==> src/rtl/add_seq.sv <==
// rtl/add_seq.sv - multi-cycle sliced adder/subtractor with valid/ready handshake
// Optional signed saturation on overflow: define ADD_SEQ_SAT_EN.
module add_seq #(
  parameter int WIDTH = 32,
  parameter int CHUNK = 16
) (
  input  logic             clk,
  input  logic             rst_n,
  input  logic             in_valid,
  output logic             in_ready,
  input  logic [WIDTH-1:0] a,
  input  logic [WIDTH-1:0] b,
  input  logic             cin,
  input  logic             sub,
  output logic             out_valid,
  input  logic             out_ready,
  output logic [WIDTH-1:0] sum,
  output logic             cout,
  output logic             overflow
);

  localparam int NCHUNK = WIDTH / CHUNK;
  localparam int IDXW   = (NCHUNK > 1) ? $clog2(NCHUNK) : 1;
  localparam logic [IDXW-1:0] LAST_IDX = IDXW'(NCHUNK - 1);

  localparam logic [1:0] S_IDLE = 2'd0;
  localparam logic [1:0] S_RUN  = 2'd1;
  localparam logic [1:0] S_DONE = 2'd2;

  logic [1:0]       state_q, state_d;
  logic [IDXW-1:0]  idx_q, idx_d;
  logic [WIDTH-1:0] a_q, a_d;
  logic [WIDTH-1:0] b_q, b_d;
  logic             carry_q, carry_d;
  logic [WIDTH-1:0] sum_q, sum_d;
  logic             cout_q, cout_d;
  logic             ovf_q, ovf_d;

  logic [CHUNK-1:0] a_sl, b_sl;
  logic [CHUNK:0]   slice_add;
  logic             slice_ovf;

  assign a_sl      = a_q[int'(idx_q)*CHUNK +: CHUNK];
  assign b_sl      = b_q[int'(idx_q)*CHUNK +: CHUNK];
  assign slice_add = {1'b0, a_sl} + {1'b0, b_sl} + (CHUNK+1)'(carry_q);
  // Only meaningful on the top slice, where the slice MSB is the word MSB.
  assign slice_ovf = (a_q[WIDTH-1] == b_q[WIDTH-1]) &&
                     (slice_add[CHUNK-1] != a_q[WIDTH-1]);

  always_comb begin
    state_d = state_q;
    idx_d   = idx_q;
    a_d     = a_q;
    b_d     = b_q;
    carry_d = carry_q;
    sum_d   = sum_q;
    cout_d  = cout_q;
    ovf_d   = ovf_q;
    case (state_q)
      S_IDLE: begin
        if (in_valid) begin
          a_d     = a;
          b_d     = sub ? ~b : b;
          carry_d = sub ? 1'b1 : cin;
          idx_d   = '0;
          state_d = S_RUN;
        end
      end
      S_RUN: begin
        sum_d[int'(idx_q)*CHUNK +: CHUNK] = slice_add[CHUNK-1:0];
        carry_d = slice_add[CHUNK];
        if (idx_q == LAST_IDX) begin
          cout_d  = slice_add[CHUNK];
          ovf_d   = slice_ovf;
          idx_d   = '0;
          state_d = S_DONE;
`ifdef ADD_SEQ_SAT_EN
          if (slice_ovf) begin
            sum_d = a_q[WIDTH-1] ? {1'b1, {(WIDTH-1){1'b0}}}
                                 : {1'b0, {(WIDTH-1){1'b1}}};
          end
`else
`endif
        end else begin
          idx_d = idx_q + IDXW'(1);
        end
      end
      S_DONE: begin
        if (out_ready) begin
          state_d = S_IDLE;
        end
      end
      default: state_d = S_IDLE;
    endcase
  end

  always_ff @(posedge clk) begin
    if (!rst_n) begin
      state_q <= S_IDLE;
      idx_q   <= '0;
      a_q     <= '0;
      b_q     <= '0;
      carry_q <= 1'b0;
      sum_q   <= '0;
      cout_q  <= 1'b0;
      ovf_q   <= 1'b0;
    end else begin
      state_q <= state_d;
      idx_q   <= idx_d;
      a_q     <= a_d;
      b_q     <= b_d;
      carry_q <= carry_d;
      sum_q   <= sum_d;
      cout_q  <= cout_d;
      ovf_q   <= ovf_d;
    end
  end

  assign in_ready  = (state_q == S_IDLE);
  assign out_valid = (state_q == S_DONE);
  assign sum       = sum_q;
  assign cout      = cout_q;
  assign overflow  = ovf_q;

endmodule

==> config.mk <==
export PLATFORM = sky130hd
export DESIGN_NAME = add_seq
export DESIGN_NICKNAME = d
export VERILOG_FILES = /design/src/rtl/add_seq.sv
export SDC_FILE = /design/constraint.sdc
export NUM_CORES = 1
export LEC_CHECK = 0
export CELL_PAD_IN_SITES_DETAIL_PLACEMENT = 1
export CELL_PAD_IN_SITES_GLOBAL_PLACEMENT = 1
export CORE_ASPECT_RATIO = 1.2
export CORE_MARGIN = 2
export CORE_UTILIZATION = 35
export DETAILED_ROUTE_END_ITERATION = 6
export GPL_TIMING_DRIVEN = 0
export PLACE_DENSITY = 0.8
export RECOVER_POWER = 100
export SYNTH_ARGS = -nofsm -noshare
export SYNTH_HDL_FRONTEND = slang
export SYNTH_SLANG_ARGS = --single-unit
==> constraint.sdc <==
create_clock -name clk -period 5.1 [get_ports clk]
set_clock_uncertainty 0.2 [all_clocks]
set_input_delay 1.275 -clock clk [delete_from_list [all_inputs] [get_ports clk]]
set_output_delay 1.275 -clock clk [all_outputs]
set_load 0.1 [all_outputs]
==> results.cfg, run 1 <==
[status]
status = finished, final reports clean

[placement]
routabilityCongestion = 0.8532
dpl.hpwl_mm = 12.47
dpl_cell_area_sq_um = 6205
dpl_worst_slack_ps = 937.9
io_buffers = 104

[logic_synthesis]
netlist_area_sq_um = 4950
ys_types = 45
synthCells = 587
syn-num-nets = 674
synth_edf_count = 0
yosysWarnings = 0
syn_avg_cell_area_sq_um = 8.432
synth_ff_type = dfxtp_1
ys_ff_latch = 102
async_reset_ff_frac = 0
synth-seq-area-share = 0.4125

[floorplanning]
num_rows = 47
die_area_sq_um = 15110
core-area_sq_um = 13820
initial_core_util = 0.3582
die_w_microns = 112.6
die_h_microns = 134.3
io_pins = 106

[sta]
tightestPinTransition_ps = 994.6
finalCritPeriodShare = 0.8259
rsz0062_at_grt = false
slew_violations = 0
fmax_mhz = 237.4
setup_violations = 0
fin_ws_ps = 888.0
slew_headroom = 0.3348
tns_ps = 0
holdWs_ps = 254.2
hold_viol = 0
layout_min_cycle_time_ps = 4212

[cts]
post_cts_buffers = 0
numCtsBuffers = 9
cts_resized = 0
cts-root-buf = clkbuf_16
ctsHoldBuffers = 0
h-tree-depth = 3
clk-insertion-delay-late_ps = 350
cts_tree = done
ctsLongestPathBuffers = 2
clkTransAtPathRegs_ps = 70
clock-sinks = 102

[finish]
layout.cells.most_common_list = 110 x nand2_1, 102 x dfxtp_1, 67 x a21oi_1
fill_cells = 1652
nNetsFinal = 789
syn_to_final_growth_pct = 30.89
design_area_sq_um = 6479
fin_util = 0.4688
drive_gt1_frac = 0.07072
layout_commonest_cell = nand2_1
diodes = 0

[grt]
grt_max_degree = 17
antenna_found_initial = 0
grt_first_pass_wirelength_mm = 24.63
grt-ovfl-total = 0
grt_pass1_vias = 4818
track_usage = 0.2080

[pwr]
p_comb_frac = 0.266
switching_share = 0.3292
peakVddDrop_v = 0.0001885
internal_power_uw = 1419
seq_power_share = 0.419
p_leak_uw = 0.002531
pwr-share-clk = 0.315
power.density_nw_per_um2 = 326.5
p_switching_uw = 696.3

[critical_path]
crit_fanout = 10
critPathTopFamily = buffers and inverters
start_kind = flop
critPathKind = flop to flop
crit_chain = clkbuf_1 -> clkbuf_1 -> mux2_1 -> fa_1 -> fa_1 -> a21o_1 -> a311oi_1 -> o21a_1 -> nor2_1 -> or4_1 -> nand3_1
r2r_setup_slack_ps = 890
crit_buf_inv = 2
critPathSlowestCell = or4_1
max_stage_delay_ps = 530
required_ps = 5190
cp.arrival_ps = 4300
cp-end-kind = flop

[detailed_routing]
avgRoutedWirePerCell_microns = 17.78
wl_mm = 15.61
first_iter_violations = 125
antenna_left = 0
firstDrtPassIters = 4
via_count = 4588
viasPerCell = 5.226
remaining_drc_errors = 0

[min_path]
min_path_type = flop to flop

[flow_run]
drv_cap = 0
routing by layer:
metal	vias to the layer above	GRT usage	routed length [microns]
li1	2255	-	-
met1	2196	0.2431	6424
met2	116	0.3906	8261
met3	21	0.02440	595
met4	0	0.06911	332
met5	-	0	0
synthesized netlist by cell type (2+ instances only):
master | instances | area [sq um]
a211oi_1 | 36 | 270.3
mux2_2 | 32 | 360.4
o211ai_1 | 2 | 15.01
dfxtp_1 | 102 | 2042
nor3_1 | 2 | 10.01
inv_1 | 2 | 7.510
ha_1 | 15 | 187.7
a31oi_1 | 2 | 12.51
nand2b_1 | 4 | 25.02
buf_1 | 5 | 18.77
xnor2_1 | 42 | 367.9
o21bai_1 | 2 | 15.01
o221ai_1 | 2 | 17.52
or4_1 | 2 | 15.01
o21ai_0 | 14 | 70.07
nand3_1 | 17 | 85.08
a21oi_1 | 67 | 335.3
a32oi_1 | 2 | 17.52
or2_2 | 3 | 18.77
and2_1 | 3 | 18.77
clkbuf_1 | 35 | 131.4
nand4_1 | 2 | 12.51
a21o_2 | 2 | 17.52
nor2_1 | 50 | 187.7
o31ai_1 | 3 | 22.52
a31o_2 | 2 | 17.52
nor2b_1 | 3 | 18.77
nand2_1 | 110 | 412.9
fa_1 | 2 | 40.04
a21o_1 | 7 | 52.55
kinds of logic (layout without fill, tap and decap cells):
logic type | after synthesis | after routing | synth area share
AO/OA/AOI/OAI | 148 | 148 | 0.1873
flip-flops | 102 | 102 | 0.4125
multiplexers | 33 | 33 | 0.07482
buffers and inverters | 45 | 165 | 0.03589
AND/OR/NAND/NOR | 200 | 200 | 0.1691
adder cells (fa/ha/maj) | 17 | 17 | 0.04601
XOR/XNOR | 42 | 42 | 0.07432
path summary, 6_finish.rpt:
path	cells past startpoint	startpoint	to
max	11	idx_q	sum[12]
min	2	a_q[27]	a_q[27]
max reg2reg	11	idx_q	sum[12]
min reg2reg	2	a_q[27]	a_q[27]
state kept, by name, summed over array words and instances (netlist names):
name and cells:
cout 1, state_q 2, idx_q 1, b_q 32, overflow 1, sum 32, a_q 32, carry_q 1
worst reg2reg max path, cell delays in order, from the launching register on:
cell	delay [ps]
dfxtp_1	310
clkbuf_1	350
clkbuf_1	490
mux2_1	430
fa_1	420
fa_1	410
a21o_1	230
a311oi_1	280
o21a_1	260
nor2_1	130
or4_1	530
nand3_1	90
area by class of cell:
class,instances,area [sq um],share of cell area
multi-input combinational,440,2725,0.4206
timing repair buffer,104,1041,0.1607
clock buffer,12,256.5,0.03959
clock inverter,4,31.28,0.004828
tap,171,214.0,0.03302
sequential,102,2042,0.3152
inverter,3,11.26,0.001738
buffer,42,157.7,0.02433
power by group through the flow:
stage               logic [uW]  clock network (uW)  registers [uW]
floorplan                  291                   0             992
global placement           551                   0             902
detailed placement         572                   0             905
CTS                        576                 671             887
global route               607                 706             892
finish                     563                 666             887
metrics by stage:
stage                     power (uW)  instances
final                           2115        878
after global routing            2205        878
after CTS                       2134        878
after detailed placement        1477        862
after global placement          1453        862
after floorplan                 1282        587
(Power assumes the default switching activity.)
==> inputs of run 2 (changes only) <==
Settings changed: CORE_UTILIZATION 35 to 34, PLACE_DENSITY 0.8 to 0.81.
Clock period 5.1 ns to 3.75 ns, I/O delays scaled along.
==> results.cfg, run 2 (synthesized netlist as in run 1, its figures left out) <==
[min_path]
min_path_type = flop to flop
holdPathStages = 2

[floorplanning]
initial_core_util = 0.3463
die_w_microns = 114.1
die_h_microns = 136.2
core-area_sq_um = 14290
io_pins = 106
num_rows = 48
die_area_sq_um = 15540

[detailed_routing]
firstDrtPassIters = 4
first_iter_violations = 209
viasPerCell = 5.176
antenna_left = 0
remaining_drc_errors = 0
via_count = 4560
avgRoutedWirePerCell_microns = 17.36
wl_mm = 15.30

[cts]
ctsLongestPathBuffers = 2
clk-insertion-delay-late_ps = 350
numCtsBuffers = 9
cts-root-buf = clkbuf_16
cts_tree = done
post_cts_buffers = 0
clock-sinks = 102
clkTransAtPathRegs_ps = 70
h-tree-depth = 3

[pwr]
p_leak_uw = 0.002544
power.total_uw = 2926
power.density_nw_per_um2 = 449.7
peakVddDrop_v = 0.0002044

[grt]
track_usage = 0.2017
grt_pass1_vias = 4861
grt_max_degree = 18
grt-ovfl-total = 0
antenna_found_initial = 0
grt_first_pass_wirelength_mm = 24.30

[critical_path]
critPathKind = flop to flop
crit_path_frequent_cell = a21o_1
cp.arrival_ps = 3650
crit_fanout = 10
crit_chain = clkbuf_1 -> mux2_2 -> ha_1 -> buf_6 -> a21o_1 -> a31o_1 -> a311o_1 -> or3_1 -> a21o_1 -> a31oi_1
cp-end-kind = flop
max_stage_delay_ps = 530
start_kind = flop
required_ps = 3830
critPathSlowestCell = clkbuf_1
reg2reg_depth = 10

[placement]
dpl.hpwl_mm = 12.21
io_buffers = 104
dpl_cell_area_sq_um = 6210
routabilityCongestion = 0.8546

[sta]
finalCritPeriodShare = 0.9506
hold_viol = 0
fmax_mhz = 280.5
layout_min_cycle_time_ps = 3565
setup_violations = 0
tightestPinTransition_ps = 990.1
slew_violations = 0
rsz0062_at_grt = false
slew_headroom = 0.3377
tns_ps = 0

[flow_run]
drv_cap = 0

[finish]
fin_util = 0.4553
multiInputGateArea_sq_um = 2726
drive_gt1_frac = 0.07790
diodes = 0
nNetsFinal = 788
layout.cells.most_common_list = 110 x nand2_1, 101 x dfxtp_1, 67 x a21oi_1
syn_to_final_growth_pct = 31.47
layout_commonest_cell = nand2_1
design_area_sq_um = 6507
register_area_sq_um = 2046
fill_cells = 1732

[status]
status = finished, final reports clean
## run 2: what timing repair did
action                                  CTS  global route
hold buffers                              0             0
pin swaps                                 0             2
endpoints found under the setup margin   15             6
resized for setup                         3             3
endpoints found under the hold margin     0             0
## run 2: final cells by class
type	instances	area share
repair buffers	104	0.1600
clock inverters	6	0.01057
inverters	3	0.001730
flip-flops and latches	102	0.3144
multi-input cells	440	0.4190
well taps	175	0.03365
plain buffers	41	0.02557
clock buffers	10	0.03519
## run 2: power breakdown
group / leakage [uW] / switching (uW) / internal, uW
combinational: 0.00156 / 483 / 283
sequential: 0.000837 / 44.9 / 1160
clock: 0.000143 / 431 / 523
## run 2: path summary, 6_finish.rpt
check	endpoint	slack [ps]	start
max	overflow	190	idx_q
min	a_q[8]	260	a_q[8]
max reg2reg	overflow	190	idx_q
min reg2reg	a_q[8]	260	a_q[8]
## run 2: layer usage
metal | share of wire | track usage
met2 | 0.52 | 0.3730
met1 | 0.42 | 0.2343
met4 | 0.029 | 0.08943
met3 | 0.033 | 0.01917
met5 | 0 | 0
## run 2: worst max-delay path: cells and delay by family (launching register included)
family	cells	cell delay (ps)
DFF	1	420
adders and majority gates	1	310
buffers and inverters	2	670
AOI/OAI and AO/OA	5	1030
muxes	1	460
and+or+nand+nor	1	400
## run 2: through the flow
stage / instances / worst slack, ps / hold slack, ps
final: 881 / 185.2 / 257.3
after CTS: 881 / 98.41 / 257.2
after global placement: 866 / -412.8 / 242.8
after global routing: 881 / 14.61 / 283.1
after floorplan: 587 / 47.46 / 232.9
after detailed placement: 866 / -477.8 / 247.6
